`src/rtl/trail_backtrack_ctrl.sv`:
```
// trail_backtrack_ctrl: sequencer that owns the trail stack push/pop port.
// It arbitrates trail pushes between the decider (D entries) and BCP
// (F entries). On a conflict it unwinds the trail, unassigning forced
// variables, then flips the most recent decision and re-pushes it as forced.
// It reports UNSAT if the trail empties before a decision is found.
// Optional feature macro: BT_STATS_EN adds saturating bt_count/pop_count
// statistics. Without it both counters are tied to zero.
module trail_backtrack_ctrl #(
  parameter int VAR_W = 9,
  parameter int CNT_W = 16
) (
  input  logic             clk,
  input  logic             reset,
  input  logic             dec_req,
  input  logic [VAR_W-1:0] dec_var,
  input  logic             dec_val,
  output logic             dec_ack,
  input  logic             imp_req,
  input  logic [VAR_W-1:0] imp_var,
  input  logic             imp_val,
  output logic             imp_ack,
  input  logic             conflict,
  output logic             tt_push,
  output logic             tt_pop,
  output logic             tt_type,
  output logic             tt_val,
  output logic [VAR_W-1:0] tt_var,
  input  logic             tt_done,
  input  logic             tt_empty,
  input  logic             tt_type_in,
  input  logic             tt_val_in,
  input  logic [VAR_W-1:0] tt_var_in,
  output logic             ua_valid,
  output logic [VAR_W-1:0] ua_var,
  output logic             asg_valid,
  output logic [VAR_W-1:0] asg_var,
  output logic             asg_val,
  output logic             busy,
  output logic             bt_done,
  output logic             unsat,
  output logic [CNT_W-1:0] bt_count,
  output logic [CNT_W-1:0] pop_count
);

  typedef enum logic [2:0] {
    IDLE,
    PUSH_WAIT,
    POP_WAIT,
    FLIP_WAIT,
    UNSAT
  } state_t;

  state_t state;

  // busy comes straight from the state register, so it has no input path
  assign busy = (state != IDLE);

  // Main sequencer. Every strobe and pulse is registered and lasts one cycle.
  // Push data is held until the trail reports completion.
  always_ff @(posedge clk or posedge reset) begin
    if (reset) begin
      state     <= IDLE;
      dec_ack   <= 1'b0;
      imp_ack   <= 1'b0;
      tt_push   <= 1'b0;
      tt_pop    <= 1'b0;
      tt_type   <= 1'b0;
      tt_val    <= 1'b0;
      tt_var    <= '0;
      ua_valid  <= 1'b0;
      ua_var    <= '0;
      asg_valid <= 1'b0;
      asg_var   <= '0;
      asg_val   <= 1'b0;
      bt_done   <= 1'b0;
      unsat     <= 1'b0;
    end else begin
      dec_ack   <= 1'b0;
      imp_ack   <= 1'b0;
      tt_push   <= 1'b0;
      tt_pop    <= 1'b0;
      ua_valid  <= 1'b0;
      asg_valid <= 1'b0;
      bt_done   <= 1'b0;
      case (state)
        IDLE: begin
          if (conflict) begin
            tt_pop <= 1'b1;
            state  <= POP_WAIT;
          end else if (imp_req) begin
            imp_ack <= 1'b1;
            tt_push <= 1'b1;
            tt_type <= 1'b1;
            tt_val  <= imp_val;
            tt_var  <= imp_var;
            state   <= PUSH_WAIT;
          end else if (dec_req) begin
            dec_ack <= 1'b1;
            tt_push <= 1'b1;
            tt_type <= 1'b0;
            tt_val  <= dec_val;
            tt_var  <= dec_var;
            state   <= PUSH_WAIT;
          end
        end
        PUSH_WAIT: begin
          if (tt_done) begin
            state <= IDLE;
          end
        end
        POP_WAIT: begin
          if (tt_done) begin
            if (tt_empty) begin
              unsat <= 1'b1;
              state <= UNSAT;
            end else if (tt_type_in) begin
              ua_valid <= 1'b1;
              ua_var   <= tt_var_in;
              tt_pop   <= 1'b1;
            end else begin
              asg_valid <= 1'b1;
              asg_var   <= tt_var_in;
              asg_val   <= ~tt_val_in;
              tt_push   <= 1'b1;
              tt_type   <= 1'b1;
              tt_val    <= ~tt_val_in;
              tt_var    <= tt_var_in;
              state     <= FLIP_WAIT;
            end
          end
        end
        FLIP_WAIT: begin
          if (tt_done) begin
            bt_done <= 1'b1;
            state   <= IDLE;
          end
        end
        UNSAT: begin
          state <= UNSAT;
        end
        default: begin
          state <= IDLE;
        end
      endcase
    end
  end

`ifdef BT_STATS_EN
  // Saturating statistics: completed backtracks and non-empty pops
  always_ff @(posedge clk or posedge reset) begin
    if (reset) begin
      bt_count  <= '0;
      pop_count <= '0;
    end else begin
      if (state == FLIP_WAIT && tt_done && bt_count != {CNT_W{1'b1}}) begin
        bt_count <= bt_count + CNT_W'(1);
      end
      if (state == POP_WAIT && tt_done && !tt_empty &&
          pop_count != {CNT_W{1'b1}}) begin
        pop_count <= pop_count + CNT_W'(1);
      end
    end
  end
`else
  assign bt_count  = '0;
  assign pop_count = '0;
`endif

endmodule
```
`config.mk`:
```
export PLATFORM = sky130hd
export DESIGN_NAME = trail_backtrack_ctrl
export DESIGN_NICKNAME = d
export VERILOG_FILES = /design/src/rtl/trail_backtrack_ctrl.sv
export SDC_FILE = /design/constraint.sdc
export NUM_CORES = 1
export LEC_CHECK = 0
export ABC_CLOCK_PERIOD_IN_PS = 2150
export CORE_ASPECT_RATIO = 0.6
export CORE_MARGIN = 3
export CORE_UTILIZATION = 39
export DETAILED_ROUTE_END_ITERATION = 6
export GPL_TIMING_DRIVEN = 0
export PLACE_DENSITY = 0.75
export SYNTH_ARGS = -nofsm -noshare
export SYNTH_HDL_FRONTEND = slang
export SYNTH_SLANG_ARGS = --single-unit
```
`constraint.sdc`:
```
create_clock -name clk -period 2.15 [get_ports clk]
set_clock_uncertainty 0.2 [all_clocks]
set_input_delay 0.3225 -clock clk [delete_from_list [all_inputs] [get_ports clk]]
set_output_delay 0.3225 -clock clk [all_outputs]
set_load 0.1 [all_outputs]
```
== Yosys cells after proc, flatten, opt, wreduce, memory -nomap -nowiden ==
Cells that the tools add are included.

* Equality and inequality tests: 12
* Muxes and demuxes: 51
* Bitwise logic cells: 3
* Reductions and logical operators: 9

{| class="wikitable"
|+ Operators with widths
! operator !! count
|-
| $mux W9 || 6
|-
| $mux W1 || 32
|-
| $mux W3 || 7
|-
| $pmux W9 S2 || 1
|-
| $pmux W3 S4 || 1
|-
| $reduce_and A4 Y1 || 3
|-
| $ne A2 B2 Y1 const B || 4
|-
| $pmux W1 S2 || 4
|-
| $eq A3 B2 Y1 const B || 2
|-
| $ne A3 B3 Y1 const B || 2
|-
| $reduce_and A6 Y1 || 1
|-
| $ne A4 B4 Y1 const B || 1
|-
| $eq A3 B1 Y1 const B || 1
|-
| $eq A3 B3 Y1 const B || 1
|-
| $logic_not A3 Y1 || 1
|-
| $not A1 Y1 || 3
|-
| $reduce_and A3 Y1 || 1
|-
| $reduce_bool A3 Y1 || 1
|-
| $ne A2 B1 Y1 const B || 1
|-
| $reduce_bool A2 Y1 || 1
|-
| $reduce_or A2 Y1 || 1
|}

* Flip-flop bits (word level): 41
* Input port bits: 38
* Output and inout bits: 71
* Word-level logic and storage cells: 90

== Logic depth before layout (Yosys ltp) ==
Gate-level depths: netlist (run 1).

* Depth after elaboration: 5
* Depth in mapped cells: 6
* Mapped depth without buffers: 4

== Worst setup path after synthesis (run 1) ==
Ideal clock, no wire load.

* Path kind: reg-to-reg
* Start point: register state[1]
* End point: register tt_type
* Library setup time: 0.120 ns
* Data arrival time: 1.803 ns
* Data required time: 1.830 ns
* Path slack: 0.027 ns
* Stages on the path, launching flop included: 5
* Period minus slack after synthesis: 2.123 ns
* Path through: dfrtp_1 > buf_4 > or3_1 > nor4b_2 > o21ba_2

* Cells in the longest elaborated chain, start to end: 3
* Elaborated cells between the ends (all ways): 10

{| class="wikitable"
|+ Ends and longest elaborated chain
! element !! RTL line !! RTL
|-
| start, declared || 53 || <nowiki>state_t state;</nowiki>
|-
| start signal, assigned || 62 || <nowiki>state <= IDLE;</nowiki>
|-
| start signal, assigned || 89 || <nowiki>state <= POP_WAIT;</nowiki>
|-
| start signal, assigned || 96 || <nowiki>state <= PUSH_WAIT;</nowiki>
|-
| $eq A3 B2 Y1 or $logic_not A3 Y1 (tied branches) || 85 || <nowiki>case (state)</nowiki>
|-
| $ne A2 B2 Y1 (no line) (tied with other cells) || - ||
|-
| $reduce_and A6 Y1 (no line) || - ||
|-
| end signal, assigned || 93 || <nowiki>tt_type <= 1'b1;</nowiki>
|-
| end signal, assigned || 100 || <nowiki>tt_type <= 1'b0;</nowiki>
|-
| end signal, assigned || 125 || <nowiki>tt_type <= 1'b1;</nowiki>
|-
| end, declared || 25 || <nowiki>output logic tt_type,</nowiki>
|}

Several ways; a longest one is shown, not always the timed one.
A chain may end at the register's enable or synchronous reset.

== Worst setup path after layout (run 1) ==
* Start point: register state[0]
* End point: output port busy

* Cells in the longest elaborated chain, start to end: 1

{| class="wikitable"
|+ Ends and longest elaborated chain
! element !! RTL line !! RTL
|-
| $reduce_bool A3 Y1 || 56 || <nowiki>assign busy = (state != IDLE);</nowiki>
|-
| end, declared || 38 || <nowiki>output logic busy,</nowiki>
|}

No other way between the ends.

==> flow_metrics.env, run 1 <==
export IMPL_die_h_um=62.6
export IMPL_netlist_top_cells_area="dfrtp_1 (49%), buf_4 (12%), mux2i_1 (9.1%)"
export IMPL_start_util_pct=42.9
export IMPL_drt_total_wl_um=5210
export IMPL_drcViolationCount=0
export IMPL_worst_pin_slew_ns=0.992
export IMPL_vias=1553
export IMPL_cp_slowest_cell="dfrtp_1"
export IMPL_async_flop_share_pct=100
export IMPL_ioPinCount=109
export IMPL_synth_edf_count=0
export IMPL_clkTransAtPathRegs_ns=0.07
export IMPL_path_cells="or3_1 > buf_2"
export IMPL_drtIter0Drc=35
export IMPL_ys_types=30
export IMPL_critical_path_class="flop to output port"
export IMPL_synth_most_common_cell="dfrtp_1"
export IMPL_h_tree_depth=2
export IMPL_seq_area_frac_synth_pct=49.3
export IMPL_antenna_found_initial=0
export IMPL_hold_violations=0
export IMPL_r2r_start="state[0]"
export IMPL_synth_cells=181
export IMPL_startpoint="state[0]"
export IMPL_n_fill_cell=430
export IMPL_setup_viol=0
export IMPL_syn_area_per_cell_sq_um=11.5
export IMPL_worstSetupEndpointType="output port"
export IMPL_drv_slew=0
export IMPL_cts_max_path_buffers=2
export IMPL_cp_required_ns=1.63
export IMPL_vias_per_cell=4.34
export IMPL_first_pass_iters=4
export IMPL_dieArea_sq_um=6280
export IMPL_hp_start="tt_done"
export IMPL_grt_use_total_pct=17.0
export IMPL_coreArea_sq_um=4850
export IMPL_cts_tree="built"
export IMPL_outcome="finished clean"
export IMPL_ys_seq_elements=41
export IMPL_crit_end="busy"
export IMPL_n_antenna_cell=0
export IMPL_synth_top_cell_area_share_pct=49.3
export IMPL_yosysTopAreaCell="dfrtp_1"
export IMPL_syn_area_sq_um=2080
export IMPL_start_kind="flop"
export IMPL_register_area_sq_um=1030
export IMPL_grt_pass1_vias=1580
export IMPL_cts_inserted_buffers=5
export IMPL_gp_congestion=0.741
export IMPL_cap_violations=0
export IMPL_clk_latency_ns=0.28
export IMPL_ctsRootBufferMaster="clkbuf_8"
export IMPL_yosys_warnings=0
export IMPL_r2r_end="asg_var[0]"
export IMPL_max_slew_margin_pct=34.1
export IMPL_path_max_fanout=6
export IMPL_drive_gt1_share_pct=22.7
export IMPL_hold_class="input port to flop"
export IMPL_grt_overflow=0
export IMPL_reg2reg_slack_ns=0.21
export IMPL_cts_sinks=41
export IMPL_period_minus_slack_ns=2.08
export IMPL_max_freq_mhz=480
export IMPL_synth_cells_most_frequent="dfrtp_1 (41), buf_4 (34), mux2i_1 (19)"
export IMPL_rows=19
export IMPL_fin_setup_tns_ns=0
export IMPL_ant_nets=0
export IMPL_hpwl_um=4080
export IMPL_rsz0062_at_grt="no"
export IMPL_worstPathArrival_ns=1.56
export IMPL_multiInputGateArea_sq_um=835
export IMPL_area_growth_pct=49.4
export IMPL_die_x_um=100
export IMPL_grt_pass1_wl_um=8210
export IMPL_wire_per_inst_um=14.6
export IMPL_final_period_utilization_pct=96.9
export IMPL_crit_path_max_incr_delay_ns=0.48
export IMPL_grt_max_degree=42
export IMPL_hold_buffers=0
export IMPL_synth_top_flop_cell="dfrtp_1"
export IMPL_io_buffers=75
export IMPL_final_nets=332
export IMPL_worst_r2r_path_depth=4
==> kinds of logic after synthesis <==
group | Yosys count | synth area share [%]
AOI/OAI and AO/OA | 18 | 5.17
buffers and inverters | 54 | 16.2
DFF | 41 | 49.3
muxes | 39 | 21.4
other | 1 | 0.180
and+or+nand+nor | 28 | 7.76
==> sequential cells by signal (all words and copies together) (netlist names) <==
register and flops:
state 3, asg_valid 1, unsat 1, asg_var 9, asg_val 1, tt_type 1, bt_done 1, tt_pop 1
tt_var 9, tt_val 1, imp_ack 1, tt_push 1, dec_ack 1, ua_var 9, ua_valid 1
==> final cells by class <==
cell class,instances,share of cell area [%]
clock inverter,3,2.09
sequential,41,33.0
timing repair buffer,75,22.5
buffer,40,9.14
inverter,14,1.69
tap,63,2.54
multi-input combinational,117,26.9
clock buffer,5,2.21
==> stage by stage <==
stage / utilization, % / setup slack, ns / hold slack (ns) / instances / cell area, sq um
after detailed placement: 62.4 / -0.296 / 0.270 / 350 / 3030
after global placement: 62.4 / -0.284 / 0.262 / 350 / 3030
after CTS: 64.2 / -0.108 / 0.133 / 358 / 3110
final: 64.1 / 0.0674 / 0.147 / 358 / 3110
after floorplan: - / 0.0268 / 0.192 / 212 / 2200
after global routing: 64.1 / 0.0151 / 0.151 / 358 / 3110
==> routing by layer <==
| layer | GRT usage, % | share of wire, % |
|---|---|---|
| met5 | 0 | 0 |
| met1 | 24.0 | 46 |
| met4 | 3.03 | 0.31 |
| met3 | 5.13 | 8.3 |
| met2 | 25.9 | 46 |
==> layout by cell type, fill, tap and decap left out, types with 8 or more instances in the layout <==
master / instances
a21oi_1: 11
mux2_4: 8
inv_1: 13
dfrtp_1: 41
dlygate4sd2_1: 38
clkdlybuf4s50_1: 36
buf_4: 34
conb_1: 32
mux2i_1: 19
nor2_1: 14
==> worst max-delay path: cells and delay by family (launching register included) <==
kind          cells  cell delay, ns
simple gates      1            0.47
buf+inv           1            0.32
flops             1            0.48
==> worst min-delay path by stage <==
stage / to / slack [ns] / cells past startpoint
after detailed placement: asg_val / 0.27 / 2
final: state[0] / 0.15 / 2
after global routing: bt_done / 0.15 / 3
after CTS: state[0] / 0.13 / 2
after global placement: asg_val / 0.26 / 2
after floorplan: dec_ack / 0.19 / 1
==> repair_timing <==
item,CTS,global route
setup buffers,0,0
gates resized for setup,41,2
pin swaps,0,0
endpoints found under the setup margin,39,1
Power of run 1 is left out: the tool's default activity adds up to more than one toggle a clock period on the data nets, which glitch-free logic cannot reach.
==> run 2, diff against run 1 <==
--- a/config.mk
+++ b/config.mk
@@ -6,6 +6,7 @@
 export NUM_CORES = 1
 export LEC_CHECK = 0
 export ABC_CLOCK_PERIOD_IN_PS = 2150
+export CAP_MARGIN = 10
 export CORE_ASPECT_RATIO = 0.6
 export CORE_MARGIN = 3
 export CORE_UTILIZATION = 39
==> results of run 2 <==
Final layout, timing and power as in run 1 (identical DEF).
Power of run 2 is left out for the same reason.
